`src/rtl/pipe_decode_ctrl_pkg.sv`:
```
// rtl/pipe_decode_ctrl_pkg.sv - shared encodings, decode record and hazard helper
package pipe_decode_ctrl_pkg;

  typedef enum logic [2:0] {
    OP_LD = 3'd0,
    OP_CB = 3'd1,
    OP_R  = 3'd2,
    OP_ST = 3'd3,
    OP_I  = 3'd4,
    OP_B  = 3'd5,
    OP_M  = 3'd6
  } op_t;

  localparam logic [3:0] ALU_NONE   = 4'd0;
  localparam logic [3:0] ALU_ADD    = 4'd2;
  localparam logic [3:0] ALU_OP4    = 4'd4;
  localparam logic [3:0] ALU_OP6    = 4'd6;
  localparam logic [3:0] ALU_PASS_B = 4'd7;
  localparam logic [3:0] ALU_OP9    = 4'd9;
  localparam logic [3:0] ALU_OP10   = 4'd10;
  localparam logic [3:0] ALU_MUL    = 4'd13;

  typedef enum logic [1:0] {
    ST_EMPTY  = 2'd0,
    ST_FULL   = 2'd1,
    ST_BUBBLE = 2'd2
  } state_t;

  typedef struct packed {
    op_t        op;
    logic [3:0] alu_code;
    logic       uncond_branch;
    logic       branch;
    logic       mem_read;
    logic       mem_to_reg;
    logic       mem_write;
    logic       alu_src;
    logic       reg_write;
    logic [4:0] read_reg1;
    logic [4:0] read_reg2;
    logic [4:0] write_reg;
  } decode_t;

  // True when the decoded instruction actually consumes register r as a source.
  function automatic logic reads_reg(decode_t d, logic [4:0] r);
    logic rs1;
    logic rs2;
    rs1 = (d.op != OP_B) && (d.op != OP_M) && (d.read_reg1 == r);
    rs2 = ((d.op == OP_R) || (d.op == OP_CB) || (d.op == OP_ST)) && (d.read_reg2 == r);
    return rs1 || rs2;
  endfunction

endpackage

```
`src/rtl/instr_decode.sv`:
```
// rtl/instr_decode.sv - combinational instruction word to control record decoder
module instr_decode
  import pipe_decode_ctrl_pkg::*;
(
  input  logic [31:0] instruction,
  output decode_t     dec
);

  op_t  op;
  logic unused_bits;

  assign unused_bits = ^{instruction[31], instruction[21], instruction[15:10]};

  always_comb begin
    if (instruction[26])       op = instruction[29] ? OP_CB : OP_B;
    else if (!instruction[28]) op = OP_R;
    else if (instruction[23])  op = OP_M;
    else if (instruction[22])  op = OP_LD;
    else if (instruction[27])  op = OP_ST;
    else                       op = OP_I;
  end

  always_comb begin
    dec               = '0;
    dec.op            = op;
    dec.branch        = (op == OP_CB);
    dec.uncond_branch = (op == OP_B);
    dec.mem_read      = (op == OP_LD);
    dec.mem_to_reg    = (op == OP_LD);
    dec.mem_write     = (op == OP_ST);
    dec.alu_src       = !((op == OP_R) || (op == OP_CB));
    dec.reg_write     = (op == OP_R) || (op == OP_LD) || (op == OP_M);
    dec.read_reg1     = instruction[9:5];
    dec.read_reg2     = ((op == OP_CB) || (op == OP_ST)) ? instruction[4:0] : instruction[20:16];
    dec.write_reg     = instruction[4:0];

    case (op)
      OP_LD, OP_ST: dec.alu_code = ALU_ADD;
      OP_CB:        dec.alu_code = ALU_PASS_B;
      OP_M:         dec.alu_code = ALU_MUL;
      OP_R: begin
        if (instruction[24])       dec.alu_code = instruction[30] ? ALU_OP10 : ALU_ADD;
        else if (!instruction[29]) dec.alu_code = ALU_OP6;
        else if (!instruction[30]) dec.alu_code = ALU_OP4;
        else                       dec.alu_code = ALU_OP9;
      end
      OP_I: begin
        if (instruction[29])      dec.alu_code = ALU_OP4;
        else if (instruction[30]) dec.alu_code = instruction[25] ? ALU_OP9 : ALU_OP10;
        else if (instruction[25]) dec.alu_code = ALU_OP6;
        else                      dec.alu_code = ALU_ADD;
      end
      default: dec.alu_code = ALU_NONE;
    endcase
  end

endmodule

```
`src/rtl/pipe_decode_ctrl.sv`:
```
// rtl/pipe_decode_ctrl.sv - registered decode stage with load-use interlock and bubble counter
module pipe_decode_ctrl
  import pipe_decode_ctrl_pkg::*;
#(
  parameter bit HAZARD_EN   = 1'b1,
  parameter int STALL_CNT_W = 16,
  parameter int ZR_INDEX    = 31
) (
  input  logic                   clock,
  input  logic                   reset,
  input  logic [31:0]            instruction,
  input  logic                   in_valid,
  output logic                   in_ready,
  input  logic                   flush,
  output logic                   out_valid,
  input  logic                   out_ready,
  output logic [2:0]             op_type,
  output logic [3:0]             alu_code,
  output logic                   uncond_branch,
  output logic                   branch,
  output logic                   mem_read,
  output logic                   mem_to_reg,
  output logic                   mem_write,
  output logic                   alu_src,
  output logic                   reg_write,
  output logic [4:0]             read_reg1,
  output logic [4:0]             read_reg2,
  output logic [4:0]             write_reg,
  output logic [STALL_CNT_W-1:0] stall_count
);

  localparam logic [4:0] ZR_REG = 5'(ZR_INDEX);

  state_t                 state_q;
  state_t                 state_d;
  decode_t                dec_in;
  decode_t                dec_q;
  logic [STALL_CNT_W-1:0] stall_q;
  logic                   hazard;
  logic                   capture;
  logic                   bump;

  instr_decode u_decode (
    .instruction (instruction),
    .dec         (dec_in)
  );

  // A held load must not issue alongside a consumer of its destination.
  always_comb begin
    hazard = HAZARD_EN && (state_q == ST_FULL) && in_valid &&
             (dec_q.op == OP_LD) && (dec_q.write_reg != ZR_REG) &&
             reads_reg(dec_in, dec_q.write_reg);
  end

  always_comb begin
    state_d   = state_q;
    capture   = 1'b0;
    bump      = 1'b0;
    in_ready  = 1'b0;
    out_valid = (state_q == ST_FULL);

    if (!reset && !flush) begin
      in_ready = (state_q == ST_FULL) ? (out_ready && !hazard) : 1'b1;
    end

    if (flush) begin
      state_d = ST_EMPTY;
    end else begin
      case (state_q)
        ST_EMPTY, ST_BUBBLE: begin
          state_d = in_valid ? ST_FULL : ST_EMPTY;
          capture = in_valid;
        end
        ST_FULL: begin
          if (out_ready) begin
            if (hazard) begin
              state_d = ST_BUBBLE;
              bump    = 1'b1;
            end else if (in_valid) begin
              state_d = ST_FULL;
              capture = 1'b1;
            end else begin
              state_d = ST_EMPTY;
            end
          end
        end
        default: state_d = ST_EMPTY;
      endcase
    end
  end

  always_ff @(posedge clock) begin
    if (reset) begin
      state_q <= ST_EMPTY;
      dec_q   <= '0;
      stall_q <= '0;
    end else begin
      state_q <= state_d;
      if (capture) begin
        dec_q <= dec_in;
      end
      if (bump && (stall_q != '1)) begin
        stall_q <= stall_q + STALL_CNT_W'(1);
      end
    end
  end

  assign op_type       = dec_q.op;
  assign alu_code      = dec_q.alu_code;
  assign uncond_branch = dec_q.uncond_branch;
  assign branch        = dec_q.branch;
  assign mem_read      = dec_q.mem_read;
  assign mem_to_reg    = dec_q.mem_to_reg;
  assign mem_write     = dec_q.mem_write;
  assign alu_src       = dec_q.alu_src;
  assign reg_write     = dec_q.reg_write;
  assign read_reg1     = dec_q.read_reg1;
  assign read_reg2     = dec_q.read_reg2;
  assign write_reg     = dec_q.write_reg;
  assign stall_count   = stall_q;

endmodule

```
`config.mk`:
```
export PLATFORM = sky130hd
export DESIGN_NAME = pipe_decode_ctrl
export DESIGN_NICKNAME = d
export VERILOG_FILES = /design/src/rtl/pipe_decode_ctrl_pkg.sv /design/src/rtl/instr_decode.sv /design/src/rtl/pipe_decode_ctrl.sv
export SDC_FILE = /design/constraint.sdc
export NUM_CORES = 1
export LEC_CHECK = 0
export ABC_AREA = 1
export CAP_MARGIN = 40
export CORE_MARGIN = 1.5
export CORE_UTILIZATION = 44
export CTS_CLUSTER_DIAMETER = 150
export DETAILED_ROUTE_END_ITERATION = 6
export GPL_ROUTABILITY_DRIVEN = 1
export PLACE_DENSITY = 0.88
export SLEW_MARGIN = 20
export SYNTH_ARGS = -nofsm -noshare
export SYNTH_HDL_FRONTEND = slang
export SYNTH_HIERARCHICAL = 1
export SYNTH_SLANG_ARGS = --single-unit
```
`constraint.sdc`:
```
create_clock -name clock -period 2.45 [get_ports clock]
set_clock_uncertainty 0.15 [all_clocks]
set_input_delay 0.49 -clock clock [delete_from_list [all_inputs] [get_ports clock]]
set_output_delay 0.49 -clock clock [all_outputs]
set_load 0.02 [all_outputs]
```
==> results_dict.tcl <==
set metrics [dict create \
    clock_sink_count 47 \
    seq_power_share_pct 43.2 \
    cts.reportedPaths.clkPinSlew_ps 90 \
    clock_path_buffers 2 \
    floorplan.die.height_um 84.9 \
    drt-total-wl_um 9240 \
    grt_max_degree 59 \
    max_cap_violations 0 \
    detail_route.vias_per_cell 5.58 \
    layout.cells.non_filler 636 \
    numPlacedInstances 609 \
    crit_path_top_delay_cell "o21ai_4" \
    grt_pass1_wl_um 13500 \
    num-fill-cells 469 \
    p_sw_share_pct 31.8 \
    setup_total_negative_slack_ps -4160 \
    hold-worst-slack_ps 347 \
    initial_antenna_violation_count 0 \
    floorplan.rows 29 \
    port_buffers 75 \
    final_max_slew_viol_count 0 \
    synthDistinctLibCells 32 \
    synth_compound_area_share_pct 13.3 \
    dp_hpwl_um 5770 \
    netSwitchingPower_uw 617 \
    postLayoutCellArea_sq_um 4410 \
    run_status "complete, but fails checks" \
    post-route-worst-setup-slack_ps -283 \
    post_synth_mux_area_share_pct 0 \
    pwr-share-comb_pct 31.7 \
    synth-warning-count 6 \
    multiInputGateArea_sq_um 1830 \
    placement.cell_area_sq_um 3960 \
    failed_checks "design-rule violations, negative setup slack" \
    initial_utilization_pct 45.9 \
    grt_setup_unrepaired "yes" \
    num_io_pins 84 \
    critical_path_buf_inv_count 5 \
    layout.area.seq_sq_um 941 \
    die_area_sq_um 7200 \
    drt_pass1_iterations 7 \
    tritoncts_clock_tree "done" \
    detailroute.via_count 3552 \
    critical_path.top_delay_family "simple AND/OR/NAND/NOR gates" \
    synth-simple-area-share_pct 40.0 \
    detail_route.wl_per_cell_um 14.5 \
    setup_violations 31 \
    finish.net_count 597 \
    worstPathCellList "buf_8 > inv_6 > nand2_4 > o21ai_4 > buf_4 > inv_1 > nand3_1 > nand2_1 > nor2_1 > nand2_2 > nand2_2 > nand2_2 > nand2_2 > nor2_4 > buf_6" \
    power.share.clock_pct 25.1 \
    p_int_mw 1.33 \
    crit_top_cell "nand2_2" \
    cp_slowest_stage_delay_ps 270 \
    cts_made_buffers 5 \
    total_number_of_h_tree_levels 2 \
    irDropWorstVdd_v 0.000276 \
    preCtsSetupSlack_ps -1140 \
    cp.arrival_ps 2090 \
    syn_nets 485 \
    largest_register_ffs 16 \
    core_sq_um 6420 \
    die_width_um 84.9 \
    clock-root-buffer "clkbuf_8" \
    finalPower_mw 1.94 \
    drt_iter0_markers 166 \
    post_synth_xor_area_fraction_pct 3.27 \
    final_hold_viol_count 0 \
    crit_path_start_kind "input port" \
    postRouteAntennaNets 0 \
    timing.slew.headroom_pct 70.7 \
    seq_area_frac_synth_pct 31.9 \
    global_route.usage.total_pct 22.8 \
    insertedDiodeCount 0 \
    required_ps 1810 \
    area_delta_synth_final_pct 49.4 \
    leakage_nw 1.85 \
    crit_path_max_fanout 7 \
    globalplace.congestion 0.957 \
    synthesis.area_per_instance_sq_um 6.59 \
    power.density_nw_per_um2 441 \
    synth-adder-area-share_pct 0.424 \
    finalWorstPathRequiredPeriod_ps 2730 \
    post_synth_instance_area_sq_um 2950 \
    worstSkewPairLatency_ps 300 \
    final_cycle_share_pct 112 \
    drc_errors 6 \
    max_freq_mhz 366 \
    worst_pin_slew_ps 437 \
    critPathCaptureType "output pin" \
    grt-ovfl-total 0 \
    post_route_cells_drive_above_1_share_pct 24.3 \
    first_global_vias 3149 \
    layout.core_utilization_pct 68.6 \
    min-delay-path-class "register to register" \
    main_combinational_cell_family_by_area_after_synthesis "simple AND/OR/NAND/NOR gates" \
    number_of_instances_in_the_synthesized_netlist 447 \
    setup.worst_path.class "input port to output pin" \
    ys_ff_latch 47 \
]
## metal layers
layer | GRT usage, % | vias to the layer above | part of all wire [%]
met2 | 40.6 | 174 | 50
met4 | 9.99 | 0 | 3.5
met5 | 0 | - | 0
li1 | - | 1675 | -
met1 | 26.4 | 1668 | 40
met3 | 4.67 | 35 | 6.7
## kinds of logic after synthesis
logic type,Yosys count
and+or+nand+nor,252
AOI/OAI and AO/OA,67
buffers and inverters,69
DFF,47
xor gates and xnor gates,11
adders and majority gates,1
## layout by cell type, fill, tap and decap left out, types with 2 or more instances in the layout
cell type | Yosys | routed
xnor2_1 | 8 | 8
nand3_1 | 44 | 42
nand2_1 | 88 | 79
dfxtp_1 | 47 | 47
o21a_1 | 2 | 2
nor3_1 | 6 | 6
a21oi_2 | 10 | 23
buf_12 | 0 | 3
nand3b_1 | 20 | 20
nand3_2 | 1 | 3
inv_6 | 0 | 2
a21oi_1 | 38 | 24
clkdlybuf4s50_1 | 0 | 68
nand4_1 | 11 | 11
buf_6 | 1 | 6
clkbuf_8 | 0 | 6
o21ai_0 | 14 | 8
nor2_4 | 0 | 2
buf_8 | 1 | 2
nand2_4 | 3 | 5
xor2_1 | 3 | 3
buf_4 | 11 | 48
inv_2 | 4 | 8
nor2_2 | 5 | 6
clkbuf_16 | 0 | 3
nand2_2 | 5 | 11
o21ai_1 | 1 | 6
nor2_1 | 66 | 63
inv_1 | 37 | 31
## power groups by stage
stage	clock, mW	sequential (mW)	combinational (mW)
final	0.487	0.839	0.617
after global routing	0.525	0.843	0.659
after CTS	0.494	0.835	0.545
after detailed placement	0	0.852	0.511
after global placement	0	0.851	0.498
after floorplan	0	0.894	0.249
## Yosys cell counts
| library cell | n | area (sq um) |
|---|---|---|
| clkinv_1 | 1 | 3.75 |
| xor2_1 | 3 | 26.3 |
| a21oi_1 | 38 | 190 |
| nand3_1 | 44 | 220 |
| nor2_1 | 66 | 248 |
| o211ai_1 | 1 | 7.51 |
| nand3_2 | 1 | 10.0 |
| and2_1 | 1 | 6.26 |
| xnor2_1 | 8 | 70.1 |
| clkbuf_1 | 7 | 26.3 |
| ha_1 | 1 | 12.5 |
| buf_4 | 11 | 82.6 |
| buf_2 | 7 | 35.0 |
| nand2_4 | 3 | 33.8 |
| o21a_1 | 2 | 15.0 |
| o21ai_0 | 14 | 70.1 |
| o21ai_4 | 1 | 16.3 |
| nor3_1 | 6 | 30.0 |
| nand2_2 | 5 | 31.3 |
| a21oi_2 | 10 | 87.6 |
| nand4_1 | 11 | 68.8 |
| nand3b_1 | 20 | 150 |
| dfxtp_1 | 47 | 941 |
| or2_2 | 1 | 6.26 |
| nand4_2 | 1 | 12.5 |
| inv_2 | 4 | 15.0 |
| o21ai_1 | 1 | 5.00 |
| buf_6 | 1 | 11.3 |
| nor2_2 | 5 | 31.3 |
| inv_1 | 37 | 139 |
| nand2_1 | 88 | 330 |
| buf_8 | 1 | 15.0 |
## path summary, 6_finish.rpt
kind,from,end,slack (ps),cells past startpoint
hold / removal,mem_to_reg,mem_to_reg,350,2
setup / recovery,instruction[22],in_ready,-280,15
setup reg to reg,write_reg[3],op_type[1],230,15
hold reg to reg,mem_to_reg,mem_to_reg,350,2
## tightest hold or removal path, stage by stage, from the launching register on
cell and delay [ps]:
dfxtp_1 330, a21oi_2 90, nor2_1 40
## cell type report
class | instances | share of cell area (%)
repair buffers | 132 | 29.2
well taps | 77 | 2.19
flip-flops and latches | 47 | 21.4
inverters | 42 | 3.81
clock inverters | 1 | 0.114
multi-input cells | 331 | 41.4
clock buffers | 6 | 1.87
## timing repair
action	4_1_cts	5_1_grt
cloned	0	5
setup buffers	11	5
hold buffers	0	0
pin swaps	13	15
endpoints found under the setup margin	48	41
gates resized for setup	51	30
Note: power is estimated with default switching activity, not from simulation.
